**config.mk**
```make
export PLATFORM = sky130hd
export DESIGN_NAME = p_sync_edge_capture
export DESIGN_NICKNAME = d
export VERILOG_FILES = /design/src/rtl/p_sync_edge_capture.sv
export SDC_FILE = /design/constraint.sdc
export NUM_CORES = 1
export LEC_CHECK = 0
export CORE_MARGIN = 2
export CORE_UTILIZATION = 30
export CTS_CLUSTER_DIAMETER = 150
export DETAILED_ROUTE_END_ITERATION = 6
export PLACE_DENSITY_LB_ADDON = 0.08
export REMOVE_ABC_BUFFERS = 1
export SLEW_MARGIN = 5
export SYNTH_ARGS = -nofsm -noshare
export SYNTH_HDL_FRONTEND = slang
export SYNTH_SLANG_ARGS = --single-unit
```
**constraint.sdc**
```tcl
create_clock -name clk -period 2.1 [get_ports clk]
set_input_delay 0.315 -clock clk [delete_from_list [all_inputs] [get_ports clk]]
set_output_delay 0.315 -clock clk [all_outputs]
set_load 0.03 [all_outputs]
```
**src/rtl/p_sync_edge_capture.sv**
```systemverilog
// Deglitches synchronized input levels, detects enabled edges, and keeps sticky status bits.
// It also keeps a saturating event counter and drives a masked, registered interrupt.
module p_sync_edge_capture #(
  parameter int WIDTH    = 4,
  parameter int FILT     = 2,
  parameter int CNT_W    = 8,
  parameter bit IDLE_LVL = 1'b1
) (
  input  logic             clk,
  input  logic             rst,
  input  logic [WIDTH-1:0] sync_in,
  input  logic [WIDTH-1:0] rise_en,
  input  logic [WIDTH-1:0] fall_en,
  input  logic [WIDTH-1:0] intr_mask,
  input  logic [WIDTH-1:0] status_clr,
  input  logic             cnt_clr,
  output logic [WIDTH-1:0] flt_lvl,
  output logic [WIDTH-1:0] evt_pulse,
  output logic [WIDTH-1:0] status,
  output logic [CNT_W-1:0] evt_cnt,
  output logic             intr
);

  localparam logic [3:0]       FILT_LAST = 4'(FILT - 1);
  localparam logic [CNT_W-1:0] CNT_MAX   = '1;

  logic [3:0]       stab_cnt [WIDTH];
  logic [WIDTH-1:0] accept;
  logic [WIDTH-1:0] evt_now;

  // A bit is accepted once it has differed from the filtered level for FILT samples.
  always_comb begin
    accept  = '0;
    evt_now = '0;
    for (int i = 0; i < WIDTH; i++) begin
      accept[i]  = (sync_in[i] != flt_lvl[i]) && (stab_cnt[i] == FILT_LAST);
      evt_now[i] = accept[i] && (sync_in[i] ? rise_en[i] : fall_en[i]);
    end
  end

  always_ff @(posedge clk) begin
    if (rst) begin
      flt_lvl <= {WIDTH{IDLE_LVL}};
      for (int i = 0; i < WIDTH; i++) stab_cnt[i] <= '0;
    end else begin
      for (int i = 0; i < WIDTH; i++) begin
        if (sync_in[i] == flt_lvl[i]) begin
          stab_cnt[i] <= '0;
        end else if (accept[i]) begin
          flt_lvl[i]  <= sync_in[i];
          stab_cnt[i] <= '0;
        end else begin
          stab_cnt[i] <= stab_cnt[i] + 4'd1;
        end
      end
    end
  end

  // A new event takes precedence over a coincident write-1-to-clear.
  always_ff @(posedge clk) begin
    if (rst) begin
      evt_pulse <= '0;
      status    <= '0;
      intr      <= 1'b0;
    end else begin
      evt_pulse <= evt_now;
      status    <= (status & ~status_clr) | evt_now;
      intr      <= |(status & intr_mask);
    end
  end

  always_ff @(posedge clk) begin
    if (rst) begin
      evt_cnt <= '0;
    end else if (cnt_clr) begin
      evt_cnt <= (|evt_now) ? CNT_W'(1) : '0;
    end else if ((|evt_now) && (evt_cnt != CNT_MAX)) begin
      evt_cnt <= evt_cnt + CNT_W'(1);
    end
  end

endmodule

```
==> results of run 1 <==
## per-stage QoR
stage	area (um^2)	total power [mW]	hold WS, ns
after global placement	2490	1.02	0.488
after CTS	2570	1.52	0.502
after floorplan	1870	0.922	0.384
after global routing	2570	1.56	0.531
final	2570	1.48	0.497
after detailed placement	2490	1.02	0.490
## layer usage
metal	global-route usage	up-vias	wire length [um]
met4	0.0550	0	63
li1	-	741	-
met3	0.0396	5	153
met5	0	-	0
met1	0.138	661	1650
met2	0.194	24	1750
## Yosys cell counts (2+ instances only)
library cell and instances:
edfxtp_1 16, a31oi_1 2, and3_4 2, dfxtp_1 21, clkbuf_1 2, nor3b_2 4, and3_1 2, xor2_1 4
a22oi_1 2, ha_1 9, a41oi_1 2, o21ai_2 4, nand2b_1 4, a211o_1 5, and3b_1 8, nor2_1 22
nand3_1 4, nor2b_1 4, xnor2_1 8, inv_1 5, a21oi_1 8, a31o_1 3, nor3_1 2, nand2_1 7
or3_1 4
## cell families (layout without fill, tap and decap cells)
| group | after synthesis | in the layout | synth area share |
|---|---|---|---|
| compound gates | 30 | 30 | 0.121 |
| xor+xnor | 12 | 12 | 0.0576 |
| fa+ha+maj | 9 | 9 | 0.0617 |
| buf+inv | 8 | 68 | 0.0185 |
| flops | 37 | 37 | 0.493 |
| other cells | 1 | 16 | 0.00205 |
| simple gates | 71 | 71 | 0.245 |
## report_power, final
group	leakage (nW)	internal (mW)	total, mW	switching (mW)
Sequential	0.334	0.784	0.811	0.0269
Combinational	0.644	0.109	0.195	0.0864
Clock	0.0395	0.236	0.475	0.240
Total	1.02	1.13	1.48	0.353
## layout make-up
type / instances / area [um^2] / area share
Sequential cell: 37 / 901 / 0.350
Timing Repair Buffer: 55 / 533 / 0.207
Tap cell: 75 / 93.8 / 0.0365
Clock buffer: 8 / 80.1 / 0.0311
Inverter: 5 / 18.8 / 0.00729
Multi-Input combinational cell: 138 / 947 / 0.368
## cells in the final DEF (no fill, tap or decap), drive strengths merged, types with 5 or more instances in the layout
| cell | netlist | routed |
|---|---|---|
| clkdlybuf4s50 | 0 | 43 |
| nor2 | 22 | 22 |
| dfxtp | 21 | 21 |
| edfxtp | 16 | 16 |
| conb | 1 | 16 |
| buf | 1 | 12 |
| ha | 9 | 9 |
| xnor2 | 8 | 8 |
| and3b | 8 | 8 |
| a21oi | 8 | 8 |
| clkbuf | 2 | 8 |
| nand2 | 7 | 7 |
| inv | 5 | 5 |
| a211o | 5 | 5 |
| o21ai | 5 | 5 |
| nand3 | 5 | 5 |
## worst max path at each step
stage,endpoint,cells after the start
final,evt_cnt[7],1
after global routing,evt_cnt[5],7
after CTS,evt_cnt[7],1
after detailed placement,evt_cnt[5],6
after global placement,evt_cnt[5],6
after floorplan,evt_cnt[5],5
## flip-flops by register name, summed over array words and instances, names as in the netlist
name	count
status	4
evt_cnt	8
stab_cnt	16
flt_lvl	4
intr	1
evt_pulse	4
==> results_dict.tcl, run 1 <==
set metrics [dict create \
    wl_um 3620 \
    setup-tns-final_ns 0 \
    vias 1431 \
    synth.distinct_cells 39 \
    cts-root-buf "clkbuf_8" \
    viasPerCell 4.50 \
    post-route-min-period_ns 1.80 \
    yosys.area.top_type "edfxtp_1" \
    clockBufferDepth 2 \
    die-height_um 82.0 \
    die_area_um2 6720 \
    cp_top_family "buffers and inverters" \
    timing.fmax_ghz 0.556 \
    rr_worst_depth 8 \
    r2r_start "stab_cnt[0][1]" \
    syn_area_um2 1830 \
    async_flop_share 0 \
    yosysSeqAreaShare 0.493 \
    ys.warnings.count 0 \
    initial_core_util 0.310 \
    worstHoldStart "status[0]" \
    period_share 0.856 \
    path_clk_slew_ns 0.07 \
    r2r_slack_ns 0.33 \
    place.gp.congestion 0.739 \
    cp_num_buf_inv 1 \
    grt_pass1_wl_um 6000 \
    cts_tree "yes" \
    slowest_delay_ns 0.72 \
    grt_max_degree 22 \
    area_delta_synth_final_pct 41.0 \
    dp_slack_ns 0.0623 \
    ant_nets 0 \
    drcViolationCount 0 \
    antenna_found_initial 0 \
    drive_gt1_frac 0.128 \
    slew_violations 0 \
    antenna_cells 0 \
    worst-endpoint-required_ns 1.78 \
    synth_edf_count 16 \
    cts_resized 0 \
    setup_violations 0 \
    fill_cells 605 \
    maxCapViolations 0 \
    insertion_delay_ns 0.28 \
    clock_sinks 37 \
    finalCoreUtilization 0.437 \
    skew_ns 0.00647 \
    crit_fanout 6 \
    ctsHoldBuffers 0 \
    first_pass_iters 4 \
    coreArea_um2 5890 \
    hpwl_um 2740 \
    ys_top_cells_by_area "edfxtp_1 26%, dfxtp_1 23%, ha_1 6.2%" \
    place_inst 310 \
    h-tree-depth 2 \
    numPortBuffers 43 \
    die_x_um 82.0 \
    rsz0062_at_grt "no" \
    cp-end-kind "output pin" \
    arrival_ns 1.48 \
    post_drt_wl_per_cell_um 11.4 \
    synth_cells 168 \
    finalHoldViolCount 0 \
    synth_ff_type "dfxtp_1" \
    hold-path-endpoint "status[0]" \
    min_path_type "reg -> reg" \
    ys_ff_latch 37 \
    cp-startpoint "evt_cnt[7]" \
    min_path_cells 2 \
    io_pins 44 \
    critPathLaunchType "flip-flop" \
    grt.total_usage 0.118 \
    rows 28 \
    crit_type "reg -> out" \
    syn_area_per_cell_um2 10.9 \
    overflow 0 \
    numCtsBuffers 5 \
    path_cells "clkdlybuf4s50_1" \
    worst_slack_ns 0.302 \
    cts_setup_buffers 0 \
    cellLeakagePower_nw 1.02 \
    critPathSlowestCell "clkdlybuf4s50_1" \
    ir_drop_v 0.000284 \
    fin_nets 274 \
    synth_top_area_share 0.263 \
    outcome "finished clean" \
    first_iter_violations 38 \
    power_density_nw_per_um2 576 \
    r2r_end "evt_cnt[1]" \
    grt_pass1_vias 1287 \
    fin_cells 318 \
]
No activity file was read; power rests on OpenSTA's default activity.
==> run 2: changes to the inputs <==
--- a/config.mk
+++ b/config.mk
@@ -5,6 +5,7 @@
 export SDC_FILE = /design/constraint.sdc
 export NUM_CORES = 1
 export LEC_CHECK = 0
+export ABC_AREA = 1
 export CORE_MARGIN = 2
 export CORE_UTILIZATION = 30
 export CTS_CLUSTER_DIAMETER = 150
==> run 2 against run 1 <==
Die area up 3.5%. Global-route usage decreased by 0.077 points. Critical path depth did not move. Sequential power up 1%. Core utilization down 0.91 points. Sequential cell count unchanged.
==> results_dict.tcl, run 2 <==
set metrics [dict create \
    busiest_layer "met2" \
    cp_num_buf_inv 1 \
    synth_top_area_share 0.254 \
    post-route-min-period_ns 1.74 \
    yosys.area_share.simple 0.269 \
    syn_area_um2 1890 \
    rows 28 \
    hold-path-endpoint "status[0]" \
    die_x_um 83.4 \
    worstHoldStart "status[0]" \
    yosysSeqAreaShare 0.476 \
    top_register "stab_cnt" \
    synth.most_common_cell "nand2_1" \
    arrival_ns 1.43 \
    rr_worst_depth 13 \
    clock_sinks 37 \
    synth_cells 218 \
    synth_top_family_by_area "simple AND/OR/NAND/NOR gates" \
    clockBufferDepth 2 \
    grt_pass1_wl_um 6640 \
    synth.area.mux_share 0 \
    finalPower_mw 1.55 \
    rsz0062_at_grt "no" \
    holdWs_ns 0.493 \
    coreArea_um2 5990 \
    period_share 0.830 \
    antenna_found_initial 0 \
    initial_core_util 0.316 \
    fin_cells 358 \
    met1_usage 0.152 \
    cp-end-kind "output pin" \
    slew_violations 0 \
    grt_pass1_vias 1477 \
    die_area_um2 6960 \
    yosys.area.top_type "edfxtp_1" \
    drive_gt1_frac 0.102 \
    path_clk_slew_ns 0.07 \
    synth_edf_count 16 \
    crit_type "reg -> out" \
    fin_nets 314 \
    place.gp.congestion 0.782 \
    cts_setup_buffers 0 \
    hpwl_um 2950 \
    skew_ns 0.00637 \
    cts_resized 0 \
    worst-endpoint-required_ns 1.78 \
    synth_fa_ha_area_frac 0.0595 \
    drcViolationCount 0 \
    finalHoldViolCount 0 \
    crit_fanout 6 \
    cts_tree "yes" \
    r2r_slack_ns 0.52 \
    post_drt_wl_per_cell_um 10.7 \
    synth_compound_area_frac 0.0608 \
    layout_common_cells "43 x clkdlybuf4s50_1, 33 x nand2_1, 24 x nand3_1, 24 x nor2_1, 22 x inv_1" \
    first_pass_iters 4 \
    synth.distinct_cells 29 \
    gr-usage-met3 0.0278 \
    ant_nets 0 \
    largest_register_ffs 16 \
    synth_ff_type "dfxtp_1" \
    r2r_end "evt_cnt[2]" \
    critPathLaunchType "flip-flop" \
    min_path_type "reg -> reg" \
    ys_ff_latch 37 \
    ir_drop_v 0.000227 \
    synth-xor-area-share 0.0648 \
    maxCapViolations 0 \
    power_density_nw_per_um2 604 \
    ys.warnings.count 0 \
    outcome "finished clean" \
    setup_violations 0 \
    ctsHoldBuffers 0 \
    vias 1527 \
    die-height_um 83.4 \
    synthTopCellsByCount "33 x nand2_1, 24 x nand3_1, 24 x nor2_1" \
    ys_top_cells_by_area "edfxtp_1 25%, dfxtp_1 22%, nand2_1 6.5%" \
    syn_area_per_cell_um2 8.68 \
    h-tree-depth 2 \
    grt.total_usage 0.117 \
    critPathSlowestCell "clkdlybuf4s50_1" \
    path_cells "clkdlybuf4s50_1" \
    r2r_start "stab_cnt[0][1]" \
    insertion_delay_ns 0.29 \
    finalCoreUtilization 0.428 \
    slowest_delay_ns 0.71 \
    viasPerCell 4.27 \
    async_flop_share 0 \
    cellLeakagePower_nw 1.11 \
    numPortBuffers 43 \
    overflow 0 \
    numCtsBuffers 5 \
    cp_top_family "buffers and inverters" \
    first_iter_violations 48 \
    io_pins 44 \
    setup-tns-final_ns 0 \
    min_path_cells 2 \
    mostFrequentLayoutCell "clkdlybuf4s50_1" \
    cts-root-buf "clkbuf_8" \
    wl_um 3840 \
    antenna_cells 0 \
    top_regs "stab_cnt x16, evt_cnt x8" \
    grt_max_degree 12 \
    timing.fmax_ghz 0.574 \
    place_inst 350 \
    met2_usage 0.185 \
    area_delta_synth_final_pct 35.6 \
]
==> run 2: changes by cell type after synthesis, sizes merged, moves of 4 or more <==
cell,change
nor2b,-4
nand2b,-4
and3,-4
nand2,+33
a21oi,+6
xor2,+6
nand3,+20
or3,-4
a211o,-5
and3b,-8
inv,+25
xnor2,-4
==> run 2: logic make-up after synthesis <==
family | after synthesis
compound gates | 22
fa+ha+maj | 9
flops | 37
simple gates | 101
other cells | 1
buf+inv | 34
xor+xnor | 14
==> run 2: worst max-delay path by stage <==
stage	from	end	slack [ns]	cells after the start
6_report	evt_cnt[5]	evt_cnt[5]	0.36	1
5_1_grt	evt_cnt[5]	evt_cnt[5]	0.29	1
3_3_place_gp	sync_in[3]	evt_cnt[2]	0.35	12
2_1_floorplan	evt_cnt[0]	evt_cnt[2]	0.48	10
3_5_place_dp	sync_in[3]	evt_cnt[2]	0.34	12
4_1_cts	evt_cnt[5]	evt_cnt[5]	0.35	1
==> run 2: per-layer routing <==
layer | vias to the layer above | wire length [um]
met3 | 7 | 157
met1 | 669 | 1930
met2 | 29 | 1670
li1 | 822 | -
met5 | - | 0
met4 | 0 | 78
==> run 2: final cells by class <==
| cell class | count | area [um^2] |
|---|---|---|
| tap | 75 | 93.8 |
| fill | 598 | 3430 |
| multi-input combinational | 162 | 918 |
| sequential | 37 | 901 |
| inverter | 31 | 116 |
| timing repair buffer | 45 | 445 |
| clock buffer | 8 | 90.1 |
==> run 2: power breakdown <==
group	switching [mW]	internal, mW
logic	0.113	0.104
clock network	0.247	0.268
registers	0.0319	0.787
==> run 2: stage by stage <==
stage          area [um^2]  worst slack (ns)
2_1_floorplan         1940             0.484
3_3_place_gp          2470             0.352
3_5_place_dp          2470             0.336
4_1_cts               2560             0.347
5_1_grt               2560             0.294
6_report              2560             0.356
